File: src/rtl/prog_clk_divider_if.sv
// Control and output bundle of the programmable clock divider.
// The master side drives enables, loads and ratios; the slave side drives clocks.
interface prog_clk_divider_if #(
    parameter int NUM_CH = 4,
    parameter int DIV_W  = 8
);
    logic [NUM_CH-1:0]       en;
    logic [NUM_CH-1:0]       load;
    logic [NUM_CH*DIV_W-1:0] div_val;
    logic                    sync;
    logic [NUM_CH-1:0]       clk_out;
    logic [NUM_CH-1:0]       tick;
    logic [NUM_CH-1:0]       pend;

    modport master (
        output en, load, div_val, sync,
        input  clk_out, tick, pend
    );

    modport slave (
        input  en, load, div_val, sync,
        output clk_out, tick, pend
    );
endinterface

File: src/rtl/prog_clk_divider.sv
// Multi-channel run-time programmable integer clock divider.
// Ratio changes take effect only at period boundaries, sync, or stop.
module prog_clk_divider #(
    parameter int NUM_CH    = 4,
    parameter int DIV_W     = 8,
    parameter int RESET_DIV = 2
) (
    input  logic              clk,
    input  logic              rst,
    prog_clk_divider_if.slave io
);
    typedef logic [DIV_W-1:0] ratio_t;

    localparam ratio_t RST_N = ratio_t'(RESET_DIV);
    localparam ratio_t ONE   = ratio_t'(1);
    localparam ratio_t TWO   = ratio_t'(2);

    logic [NUM_CH-1:0] run_q, run_d;
    logic [NUM_CH-1:0] pend_q, pend_d;
    ratio_t            cnt_q [NUM_CH];
    ratio_t            cnt_d [NUM_CH];
    ratio_t            nact_q [NUM_CH];
    ratio_t            nact_d [NUM_CH];
    ratio_t            npend_q [NUM_CH];
    ratio_t            npend_d [NUM_CH];

    ratio_t            ld_val [NUM_CH];
    logic [NUM_CH-1:0] wrap;
    logic [NUM_CH-1:0] clk_out_w;
    logic [NUM_CH-1:0] tick_w;

    for (genvar g = 0; g < NUM_CH; g++) begin : g_ch
        ratio_t     raw;
        logic [DIV_W:0] half;

        assign raw       = io.div_val[g*DIV_W +: DIV_W];
        assign ld_val[g] = (raw < TWO) ? TWO : raw;
        assign wrap[g]   = (cnt_q[g] == nact_q[g] - ONE);
        // High phase lasts ceil(N/2) cycles; extra bit avoids overflow at N=max
        assign half      = ({1'b0, nact_q[g]} + (DIV_W+1)'(1)) >> 1;
        assign clk_out_w[g] = run_q[g] & ({1'b0, cnt_q[g]} < half);
        assign tick_w[g]    = run_q[g] & (cnt_q[g] == '0);
    end

    assign io.clk_out = clk_out_w;
    assign io.tick    = tick_w;
    assign io.pend    = pend_q;

    always_comb begin
        for (int i = 0; i < NUM_CH; i++) begin
            run_d[i]   = run_q[i];
            pend_d[i]  = pend_q[i];
            cnt_d[i]   = cnt_q[i];
            nact_d[i]  = nact_q[i];
            npend_d[i] = npend_q[i];
            if (!io.en[i]) begin
                run_d[i]  = 1'b0;
                cnt_d[i]  = '0;
                pend_d[i] = 1'b0;
                if (io.load[i])
                    nact_d[i] = ld_val[i];
                else if (pend_q[i])
                    nact_d[i] = npend_q[i];
            end else if (!run_q[i]) begin
                run_d[i] = 1'b1;
                cnt_d[i] = '0;
                if (io.load[i])
                    nact_d[i] = ld_val[i];
            end else if (io.sync || wrap[i]) begin
                cnt_d[i]  = '0;
                pend_d[i] = 1'b0;
                if (io.load[i])
                    nact_d[i] = ld_val[i];
                else if (pend_q[i])
                    nact_d[i] = npend_q[i];
            end else begin
                cnt_d[i] = cnt_q[i] + ONE;
                if (io.load[i]) begin
                    npend_d[i] = ld_val[i];
                    pend_d[i]  = 1'b1;
                end
            end
        end
    end

    always_ff @(posedge clk) begin
        if (rst) begin
            run_q  <= '0;
            pend_q <= '0;
            for (int i = 0; i < NUM_CH; i++) begin
                cnt_q[i]   <= '0;
                nact_q[i]  <= RST_N;
                npend_q[i] <= RST_N;
            end
        end else begin
            run_q  <= run_d;
            pend_q <= pend_d;
            for (int i = 0; i < NUM_CH; i++) begin
                cnt_q[i]   <= cnt_d[i];
                nact_q[i]  <= nact_d[i];
                npend_q[i] <= npend_d[i];
            end
        end
    end
endmodule

File: src/flat_wrapper.sv
// flat-port wrapper written by rule: the top's interface ports become plain ports
module prog_clk_divider_flat 
#(
    parameter int NUM_CH    = 4,
    parameter int DIV_W     = 8,
    parameter int RESET_DIV = 2
)
  (clk, rst, io_en, io_load, io_div_val, io_sync, io_clk_out, io_tick, io_pend);
  prog_clk_divider_if #(.NUM_CH(NUM_CH), .DIV_W(DIV_W)) io_i ();
  input  logic clk;
  input  logic rst;
  input wire logic [$bits(io_i.en)-1:0] io_en;
  input wire logic [$bits(io_i.load)-1:0] io_load;
  input wire logic [$bits(io_i.div_val)-1:0] io_div_val;
  input wire logic [$bits(io_i.sync)-1:0] io_sync;
  output wire logic [$bits(io_i.clk_out)-1:0] io_clk_out;
  output wire logic [$bits(io_i.tick)-1:0] io_tick;
  output wire logic [$bits(io_i.pend)-1:0] io_pend;
  assign io_i.en = io_en;
  assign io_i.load = io_load;
  assign io_i.div_val = io_div_val;
  assign io_i.sync = io_sync;
  assign io_clk_out = io_i.clk_out;
  assign io_tick = io_i.tick;
  assign io_pend = io_i.pend;
  prog_clk_divider #(.NUM_CH(NUM_CH), .DIV_W(DIV_W), .RESET_DIV(RESET_DIV)) u_core (.clk(clk), .rst(rst), .io(io_i));
endmodule
File: config.mk
export PLATFORM = sky130hd
export DESIGN_NAME = prog_clk_divider_flat
export DESIGN_NICKNAME = d
export VERILOG_FILES = /design/src/rtl/prog_clk_divider_if.sv /design/src/rtl/prog_clk_divider.sv /design/src/flat_wrapper.sv
export SDC_FILE = /design/constraint.sdc
export NUM_CORES = 1
export LEC_CHECK = 0
export ABC_AREA = 1
export BUFFER_PORTS_ARGS = -buffer_cell sky130_fd_sc_hd__buf_2
export CAP_MARGIN = 25
export CORE_MARGIN = 2
export CORE_UTILIZATION = 40
export CTS_BUF_LIST = sky130_fd_sc_hd__clkbuf_16
export CTS_CLUSTER_DIAMETER = 100
export DETAILED_ROUTE_END_ITERATION = 16
export HOLD_SLACK_MARGIN = 0.03
export PLACE_DENSITY = 0.57
export SYNTH_ARGS = -nofsm -noshare
export SYNTH_HDL_FRONTEND = slang
export SYNTH_SLANG_ARGS = --single-unit
File: constraint.sdc
create_clock -name clk -period 2.5 [get_ports clk]
set_clock_uncertainty 0.2 [all_clocks]
set_input_delay 0.375 -clock clk [delete_from_list [all_inputs] [get_ports clk]]
set_output_delay 0.375 -clock clk [all_outputs]
set_load 0.02 [all_outputs]
==> run_results.csv, run 1 <==
group,metric,value,unit
place,dp_cells,1458,
power_and_ir_drop,power_density,467,nW/um^2
floorplanning,fp.dieArea,20100,sq um
cts,htreeDepth,3,
timing,setup_ws,-0.316,ns
setup_path,reg2regPathDepth,14,
place,dpl_cell_area,8430,sq um
yosys,syn_avg_cell_area,6.65,sq um
yosys,synth-edff-count,0,
yosys,synthDistinctLibCells,43,
floorplanning,ioPinCount,55,
global_routing,met2_usage,0.328,
place,port-buffer-count,54,
final_layout,utilization,0.486,
hold_path,hold-path-endpoint,"u_core.npend_q[2][7]",
drt,vias,7211,
yosys,syn_area,7610,sq um
power_and_ir_drop,ir_drop,0.325,mV
setup_path,cp.depth,11,
yosys,yosysTopAreaCell,"dfxtp_1",
place,globalplace.congestion,0.803,
cts,clk_path_buf_depth,2,
setup_path,critPathMaxStageDelay,0.37,ns
final_layout,finalInstanceArea,9090,sq um
global_routing,met3_usage,0.0375,
power_and_ir_drop,power.total,4250,uW
final_layout,syn_to_final_growth,19.5,%
hold_path,hold_path_class,"in -> reg",
setup_path,crit_type,"reg -> out",
final_layout,fin_cells,1484,
floorplanning,start_util,0.407,
timing,final_max_slew_viol_count,0,
global_routing,overflow,0,
drt,wl_per_cell,12.9,um
timing,hold_viol,0,
global_routing,busiest_layer,"met2",
cts,cts_root_buf,"clkbuf_16",
setup_path,crit_arrival,2.24,ns
yosys,synth_area_leaders,"dfxtp_1 (27%), nand2_1 (13%), ha_1 (7.2%)",
timing,setup_tns,-1.01,ns
yosys,ys_ff_latch,104,
setup_path,critPathSlowestCell,"dfxtp_4",
global_routing,grt_use_total,0.195,
drt,ant_nets,0,
timing,worstMarginPinSlew,0.632,ns
status,status,"finished, violations left",
setup_path,cp.buffers_inverters,3,
setup_path,cp-end-kind,"output port",
cts,clk_latency,0.36,ns
drt,vias_per_cell,4.86,
setup_path,cp_top_family,"compound AO/OA/AOI/OAI gates",
yosys,synth_most_common_cell,"nand2_1",
global_routing,first_global_vias,6699,
setup_path,reg2reg_from,"u_core.nact_q[3][1]",
yosys,yosys_warnings,0,
yosys,synth_common_cells,"nand2_1 (267), nor2_1 (136), inv_1 (125)",
yosys,synth_nets,1231,
setup_path,r2r_slack,0.15,ns
cts,clock-sinks,104,
setup_path,critPathMaxFanout,3,
global_routing,grt_antenna_before_repair,0,
hold_path,worstHoldStart,"io_div_val[23]",
drt,dr.pass1.iters,4,
power_and_ir_drop,total_leakage_power,0.00416,uW
timing,fin_crit,2.82,ns
timing,rsz0062_at_grt,"yes",
setup_path,worstPathRequired,1.92,ns
yosys,yosysTopAreaCellShare,0.274,
drt,drcViolationCount,0,
final_layout,final_layout_size_suffix_gt1_frac,0.234,
floorplanning,rows,50,
floorplanning,die_w,142,um
setup_path,critPathMostFrequentCell,"buf_4",
setup_path,crit_path_cell_trace,"inv_2 > nor3_4 > buf_4 > xor2_1 > ha_1 > nand2_1 > o21ai_1 > a21oi_1 > o21bai_1 > a31oi_2 > buf_4",
global_routing,gr-usage-met1,0.259,
yosys,synth_ff_type,"dfxtp_1",
job,drv_cap,0,
final_layout,multi_input_area,5070,sq um
cts,numCtsBuffers,9,
drt,drtIter0Drc,300,
cts,cts_tree,"yes",
yosys,synth_cells,1144,
setup_path,rr_endpoint,"u_core.nact_q[3][6]",
cts,clkTransAtPathRegs,0.08,ns
global_routing,grt_max_degree,49,
setup_path,critPathLaunchType,"flop",
floorplanning,core_area,18700,sq um
drt,wl,19.2,mm
timing,post-route-period-util,1.13,
floorplanning,fp.dieH,142,um
place,dp_hpwl,14.3,mm
global_routing,grt_pass1_wl,32.0,mm
timing,setup_viol,4,
hold_path,hold_depth,3,
yosys,synthArstFlopShare,0,
timing,relSlewSlack,0.579,
timing,max_freq,355,MHz
final_layout,diodes,0,
status,violations,"setup timing",
final_layout,ff_latch_area,2110,sq um
final_layout,fill_cells,1889,
yosys,seq_area_frac_synth,0.274,
final_layout,fin_nets,1333,
[worst min-delay path, stage by stage]
cell and delay [ns]:
buf_2 0.09, nor2_1 0.04, nor2_1 0.08
[sequential cells by signal (all words and copies together) (netlist names)]
register and count:
u_core.cnt_q 32, u_core.io.pend 4, u_core.nact_q 32, u_core.npend_q 32, u_core.run_q 4
[through the flow]
step | setup WS (ns) | hold slack, ns
after global placement | -0.0654 | 0.242
final | -0.316 | 0.0505
after CTS | -0.366 | 0.0414
after global routing | -0.426 | 0.0608
after floorplan | -0.0337 | 0.226
after detailed placement | -0.0770 | 0.251
[cell type report]
class,instances,share of cell area
tap,234,0.0322
clock buffer,9,0.0248
inverter,144,0.0610
multi-input combinational,863,0.557
timing repair buffer,124,0.0886
sequential,104,0.232
clock inverter,6,0.00413
[layout by cell type, fill, tap and decap left out, types with 4 or more instances in the layout]
master      count
nand2_1       264
nor2_1        132
inv_1         120
nand3_1        94
dfxtp_1        92
buf_4          74
a21oi_1        55
buf_2          50
xor2_1         45
ha_1           39
o21ai_0        31
a21oi_2        27
nand4_1        21
o211ai_1       20
inv_2          17
nand2_2        17
nor2_2         16
nor3_1         12
nand3_2        11
nand2_4        10
nor2_4          9
xnor2_1         9
clkbuf_16       9
nor3_2          8
dfxtp_2         7
inv_4           5
dfxtp_4         5
nand3_4         4
o21ai_1         4
nor4_1          4
ha_4            4
clkinvlp_4      4
[metal layers]
layer / vias up / wire length [um]
met5: - / 0
met4: 0 / 204
met1: 3222 / 9330
met2: 80 / 9160
met3: 13 / 516
li1: 3896 / -
[cell families after synthesis]
family | count (synthesis) | synth area share
adder cells (fa/ha/maj) | 44 | 0.0724
AND/OR/NAND/NOR | 612 | 0.367
buffers and inverters | 180 | 0.102
flip-flops | 104 | 0.274
XOR/XNOR | 54 | 0.0622
AO/OA/AOI/OAI | 150 | 0.122
[report_power, final]
part	internal, uW	switching, uW
clock network	664	668
logic	458	656
registers	1720	82.1
[what timing repair did]
item,CTS,global route
gates resized for setup,47,36
gates cloned,0,3
setup endpoints to repair,4,22
pin swaps,29,22
buffers inserted,8,0
hold buffers,0,0
[how the worst max path moves through the flow]
stage / startpoint / end / slack (ns)
after floorplan: u_core.nact_q[1][0] / io_clk_out[1] / -0.03
after global placement: u_core.nact_q[2][0] / io_clk_out[2] / -0.07
after detailed placement: u_core.nact_q[3][1] / io_clk_out[3] / -0.08
after CTS: u_core.nact_q[3][1] / io_clk_out[3] / -0.37
after global routing: u_core.nact_q[3][1] / io_clk_out[3] / -0.43
final: u_core.nact_q[3][1] / io_clk_out[3] / -0.32
Note: power is estimated with default switching activity, not from simulation.
==> inputs of run 2 (changes only) <==
Settings changed: BUFFER_PORTS_ARGS -buffer_cell sky130_fd_sc_hd__buf_2 to -buffer_cell sky130_fd_sc_hd__clkbuf_2.
==> run_results.csv, run 2 (synthesized netlist as in run 1, its figures left out) <==
group,metric,value,unit
floorplanning,core_area,18700,sq um
global_routing,first_global_vias,6603,
setup_path,crit_type,"reg -> out",
place,dp_hpwl,14.4,mm
floorplanning,die_w,142,um
cts,cts_hold_buf,0,
cts,cts_tree,"yes",
drt,drcViolationCount,0,
final_layout,syn_to_final_growth,19.4,%
setup_path,critPathLaunchType,"flop",
status,violations,"setup timing",
setup_path,crit_arrival,2.22,ns
timing,post-route-period-util,1.12,
power_and_ir_drop,ir_drop,0.346,mV
global_routing,overflow,0,
timing,max_freq,357,MHz
global_routing,grt_max_degree,49,
floorplanning,fp.dieH,142,um
place,port-buffer-count,54,
drt,vias_per_cell,4.85,
final_layout,final_layout_size_suffix_gt1_frac,0.236,
cts,clk_path_buf_depth,2,
drt,wl,19.0,mm
setup_path,critPathMaxStageDelay,0.36,ns
place,place_ws,-0.142,ns
power_and_ir_drop,power_density,462,nW/um^2
timing,setup_ws,-0.299,ns
setup_path,worstPathRequired,1.92,ns
floorplanning,ioPinCount,55,
cts,cts_root_buf,"clkbuf_16",
job,drv_cap,0,
setup_path,cp-end-kind,"output port",
drt,dr.pass1.iters,5,
timing,hold_viol,0,
drt,vias,7198,
setup_path,critPathSlowestCell,"dfxtp_2",
place,globalplace.congestion,0.786,
drt,ant_nets,0,
setup_path,critPathMaxFanout,3,
final_layout,fin_nets,1332,
global_routing,grt_use_total,0.193,
cts,numCtsBuffers,9,
timing,relSlewSlack,0.592,
hold_path,hold_path_class,"in -> reg",
floorplanning,start_util,0.407,
floorplanning,rows,50,
cts,clock-sinks,104,
floorplanning,fp.dieArea,20100,sq um
timing,setup_tns,-1.05,ns
timing,final_max_slew_viol_count,0,
final_layout,diodes,0,
status,status,"finished, violations left",
cts,clk_latency,0.35,ns
drt,wl_per_cell,12.8,um
cts,htreeDepth,3,
timing,setup_viol,4,
cts,clkTransAtPathRegs,0.07,ns
final_layout,final_cell_mix,"nand2_1 (266), nor2_1 (130), inv_1 (120)",
timing,fin_crit,2.80,ns
timing,worstMarginPinSlew,0.611,ns
power_and_ir_drop,total_leakage_power,0.00419,uW
drt,drtIter0Drc,344,
global_routing,grt_pass1_wl,31.8,mm
setup_path,crit_path_cell_trace,"inv_2 > nor3_4 > nand3_2 > nor3_2 > xor2_1 > ha_1 > nand2_2 > nor2_2 > a211oi_2 > buf_4",
timing,rsz0062_at_grt,"yes",
final_layout,final_common_cell,"nand2_1",
final_layout,largest_registers,"u_core.cnt_q: 32 flops, u_core.nact_q: 32 flops, u_core.npend_q: 32 flops",
global_routing,grt_antenna_before_repair,0,
-- run 2: changes by cell type in the layout (fill, tap and decap cells not counted), moves of 3 or more --
| cell | before | now |
|---|---|---|
| clkbuf_2 | 0 | 50 |
| xor2_1 | 45 | 42 |
| nand2_2 | 17 | 14 |
| buf_2 | 50 | 0 |
| clkinvlp_4 | 4 | 1 |
| buf_4 | 74 | 71 |
| nor2_2 | 16 | 20 |
| xor2_2 | 0 | 3 |
-- run 2: per-stage QoR --
step / total power [uW] / util / instances / cell area, sq um / hold slack, ns
3_3_place_gp: 2860 / 0.452 / 1462 / 8460 / 0.242
5_1_grt: 4470 / 0.486 / 1483 / 9080 / 0.0590
4_1_cts: 4230 / 0.476 / 1480 / 8910 / 0.0479
3_5_place_dp: 2860 / 0.452 / 1462 / 8460 / 0.251
6_report: 4200 / 0.486 / 1483 / 9080 / 0.0585
2_1_floorplan: 2550 / - / 1144 / 7630 / 0.226
-- run 2: layout make-up --
type / instances / area (sq um)
Sequential cell: 104 / 2110
Clock buffer: 9 / 225
Clock inverter: 6 / 28.8
Inverter: 144 / 554
Timing Repair Buffer: 125 / 833
Multi-Input combinational cell: 861 / 5040
Tap cell: 234 / 293
Fill cell: 1919 / 9620
-- run 2: timing repair --
action / 4_1_cts / 5_1_grt
setup buffers: 3 / 2
gates cloned: 0 / 1
pin swaps: 25 / 23
endpoints found under the setup margin: 4 / 18
resized for setup: 50 / 41
-- run 2: per-layer routing --
metal | up-vias | global-route usage | share of wire
met2 | 94 | 0.319 | 0.47
met5 | - | 0 | 0
met3 | 16 | 0.0297 | 0.031
li1 | 3887 | - | -
met1 | 3201 | 0.260 | 0.49
met4 | 0 | 0.0558 | 0.015
-- run 2: report_power, final --
group | leakage, uW | switching (uW) | internal (uW)
combinational | 0.00321 | 650 | 457
clock | 0.000127 | 634 | 657
sequential | 0.000852 | 78.5 | 1720
-- run 2: path summary, 6_finish.rpt --
path / from / end / slack, ns / cells after the start
hold reg to reg: u_core.npend_q[0][0] / u_core.npend_q[0][0] / 0.26 / 2
setup reg to reg: u_core.nact_q[1][0] / u_core.nact_q[1][0] / 0.07 / 15
setup / recovery: u_core.nact_q[1][0] / io_clk_out[1] / -0.30 / 10
hold / removal: io_div_val[23] / u_core.npend_q[2][7] / 0.06 / 3
-- run 2: critical path: cells and delay by family, from the launching register on --
family	cells	cell delay, ns
DFF	1	0.36
adders and majority gates	1	0.27
xor gates and xnor gates	1	0.20
AOI/OAI and AO/OA	1	0.18
buffers and inverters	2	0.23
and+or+nand+nor	5	0.62
==> inputs of run 3 (changes only) <==
Settings changed: CTS_CLUSTER_DIAMETER 100 to 30, CTS_CLUSTER_SIZE set to 14, PLACE_DENSITY 0.57 to 0.65.
==> run_results.csv, run 3 (synthesized netlist as in run 1, its figures left out) <==
group,metric,value,unit
cts,htreeDepth,3,
status,status,"finished, violations left",
global_routing,grt_max_degree,43,
timing,worstMarginPinSlew,0.612,ns
final_layout,fin_cells,1482,
setup_path,r2r_slack,0.22,ns
setup_path,reg2reg_from,"u_core.nact_q[0][0]",
global_routing,grt_pass1_wl,31.2,mm
setup_path,rr_endpoint,"u_core.nact_q[0][2]",
drt,wl,18.4,mm
cts,cts_root_buf,"clkbuf_16",
global_routing,grt_antenna_before_repair,0,
cts,clock-sinks,104,
final_layout,final_layout_size_suffix_gt1_frac,0.238,
setup_path,crit_type,"reg -> out",
setup_path,cp-end-kind,"output port",
cts,cts_hold_buf,0,
timing,post-route-period-util,1.13,
drt,drtIter0Drc,382,
timing,final_max_slew_viol_count,0,
final_layout,fin_nets,1331,
setup_path,critPathLaunchType,"flop",
final_layout,final_cell_mix,"nand2_1 (265), nor2_1 (131), inv_1 (118)",
timing,relSlewSlack,0.591,
hold_path,hold_path_class,"in -> reg",
job,drv_cap,0,
hold_path,worstHoldStart,"io_div_val[15]",
final_layout,diodes,0,
setup_path,cp_top_family,"adder cells",
status,violations,"setup timing",
place,dp_cells,1459,
timing,fin_crit,2.82,ns
final_layout,syn_to_final_growth,20.1,%
global_routing,first_global_vias,6687,
drt,dr.pass1.iters,4,
setup_path,worstPathRequired,1.92,ns
place,dp_hpwl,14.0,mm
global_routing,grt_use_total,0.188,
power_and_ir_drop,total_leakage_power,0.00419,uW
global_routing,overflow,0,
timing,hold_viol,0,
drt,vias_per_cell,4.89,
drt,wl_per_cell,12.4,um
timing,rsz0062_at_grt,"yes",
timing,setup_ws,-0.320,ns
floorplanning,ioPinCount,55,
setup_path,critPathMaxFanout,4,
power_and_ir_drop,ir_drop,0.325,mV
setup_path,crit_path_cell_trace,"ha_2 > nand3_2 > nor2_2 > nand2_1 > xor2_1 > ha_1 > a21oi_2 > o21ai_2 > a211oi_2 > buf_4",
timing,setup_viol,4,
hold_path,hold_depth,3,
setup_path,reg2regPathDepth,14,
cts,clk_path_buf_depth,2,
cts,clk_latency,0.36,ns
floorplanning,fp.dieArea,20100,sq um
final_layout,final_common_cell,"nand2_1",
timing,setup_tns,-1.09,ns
power_and_ir_drop,power.total,4310,uW
floorplanning,start_util,0.407,
setup_path,critPathMaxStageDelay,0.36,ns
cts,cts_tree,"yes",
place,globalplace.congestion,0.843,
cts,numCtsBuffers,9,
final_layout,utilization,0.488,
timing,max_freq,355,MHz
drt,ant_nets,0,
power_and_ir_drop,power_density,471,nW/um^2
floorplanning,rows,50,
setup_path,critPathSlowestCell,"dfxtp_2",
setup_path,cp.buffers_inverters,1,
place,port-buffer-count,54,
cts,clkTransAtPathRegs,0.08,ns
hold_path,hold-path-endpoint,"u_core.npend_q[1][7]",
floorplanning,core_area,18700,sq um
setup_path,crit_arrival,2.25,ns
drt,drcViolationCount,0,
drt,vias,7244,
floorplanning,die_w,142,um
floorplanning,fp.dieH,142,um
final_layout,largest_registers,"u_core.cnt_q: 32 flops, u_core.nact_q: 32 flops, u_core.npend_q: 32 flops",
## run 3: changes by cell type in the layout (fill, tap and decap cells not counted), moves of 2 or more
cell,delta
buf_4,-4
clkinv_2,-2
clkinv_4,+2
ha_1,-3
ha_4,+3
inv_1,-2
inv_2,+2
inv_8,+2
nand2_2,+2
nand2_8,+2
nand3_1,+2
xor2_1,+2
xor2_2,-2
## run 3: worst max path at each step
stage,from,endpoint,cells after the start
6_report,u_core.nact_q[1][0],io_clk_out[1],10
5_1_grt,u_core.nact_q[1][0],io_clk_out[1],10
4_1_cts,u_core.nact_q[2][1],io_clk_out[2],11
3_5_place_dp,u_core.nact_q[1][0],io_clk_out[1],10
3_3_place_gp,u_core.nact_q[1][0],io_clk_out[1],10
2_1_floorplan,u_core.nact_q[1][0],io_clk_out[1],9
## run 3: metal layers
| metal | up-vias | wire length [um] | track usage |
|---|---|---|---|
| met3 | 18 | 498 | 0.0324 |
| met5 | - | 0 | 0 |
| met1 | 3231 | 8790 | 0.242 |
| li1 | 3895 | - | - |
| met4 | 0 | 236 | 0.0458 |
| met2 | 100 | 8890 | 0.329 |
## run 3: worst reg2reg max path, delay by kind of cell (launching register included)
kind	cells	cell delay, ns
AOI/OAI and AO/OA	2	0.41
adders and majority gates	1	0.26
buffers and inverters	3	0.26
DFF	1	0.37
and+or+nand+nor	8	0.68
## run 3: stage by stage
| stage | setup WS [ns] | hold WS, ns | instance area (sq um) |
|---|---|---|---|
| 2_1_floorplan | -0.0337 | 0.226 | 7630 |
| 3_3_place_gp | -0.0858 | 0.241 | 8450 |
| 3_5_place_dp | -0.154 | 0.243 | 8450 |
| 4_1_cts | -0.378 | 0.0389 | 8920 |
| 5_1_grt | -0.490 | 0.0438 | 9130 |
| 6_report | -0.320 | 0.0516 | 9130 |
## run 3: cell type report
type / count / area [sq um]
well taps: 234 / 293
fillers: 1864 / 9570
flip-flops and latches: 104 / 2110
repair buffers: 122 / 823
inverters: 144 / 552
multi-input cells: 863 / 5080
clock buffers: 9 / 225
clock inverters: 6 / 52.6
## run 3: what timing repair did
item | in CTS | in global routing
cloned | 0 | 3
buffers inserted | 4 | 1
setup endpoints to repair | 4 | 51
pin swaps | 31 | 26
resized for setup | 48 | 44
## run 3: report_power, final
part | switching, uW | internal [uW]
combinational | 655 | 466
sequential | 73.0 | 1720
clock | 699 | 689
total | 1430 | 2880
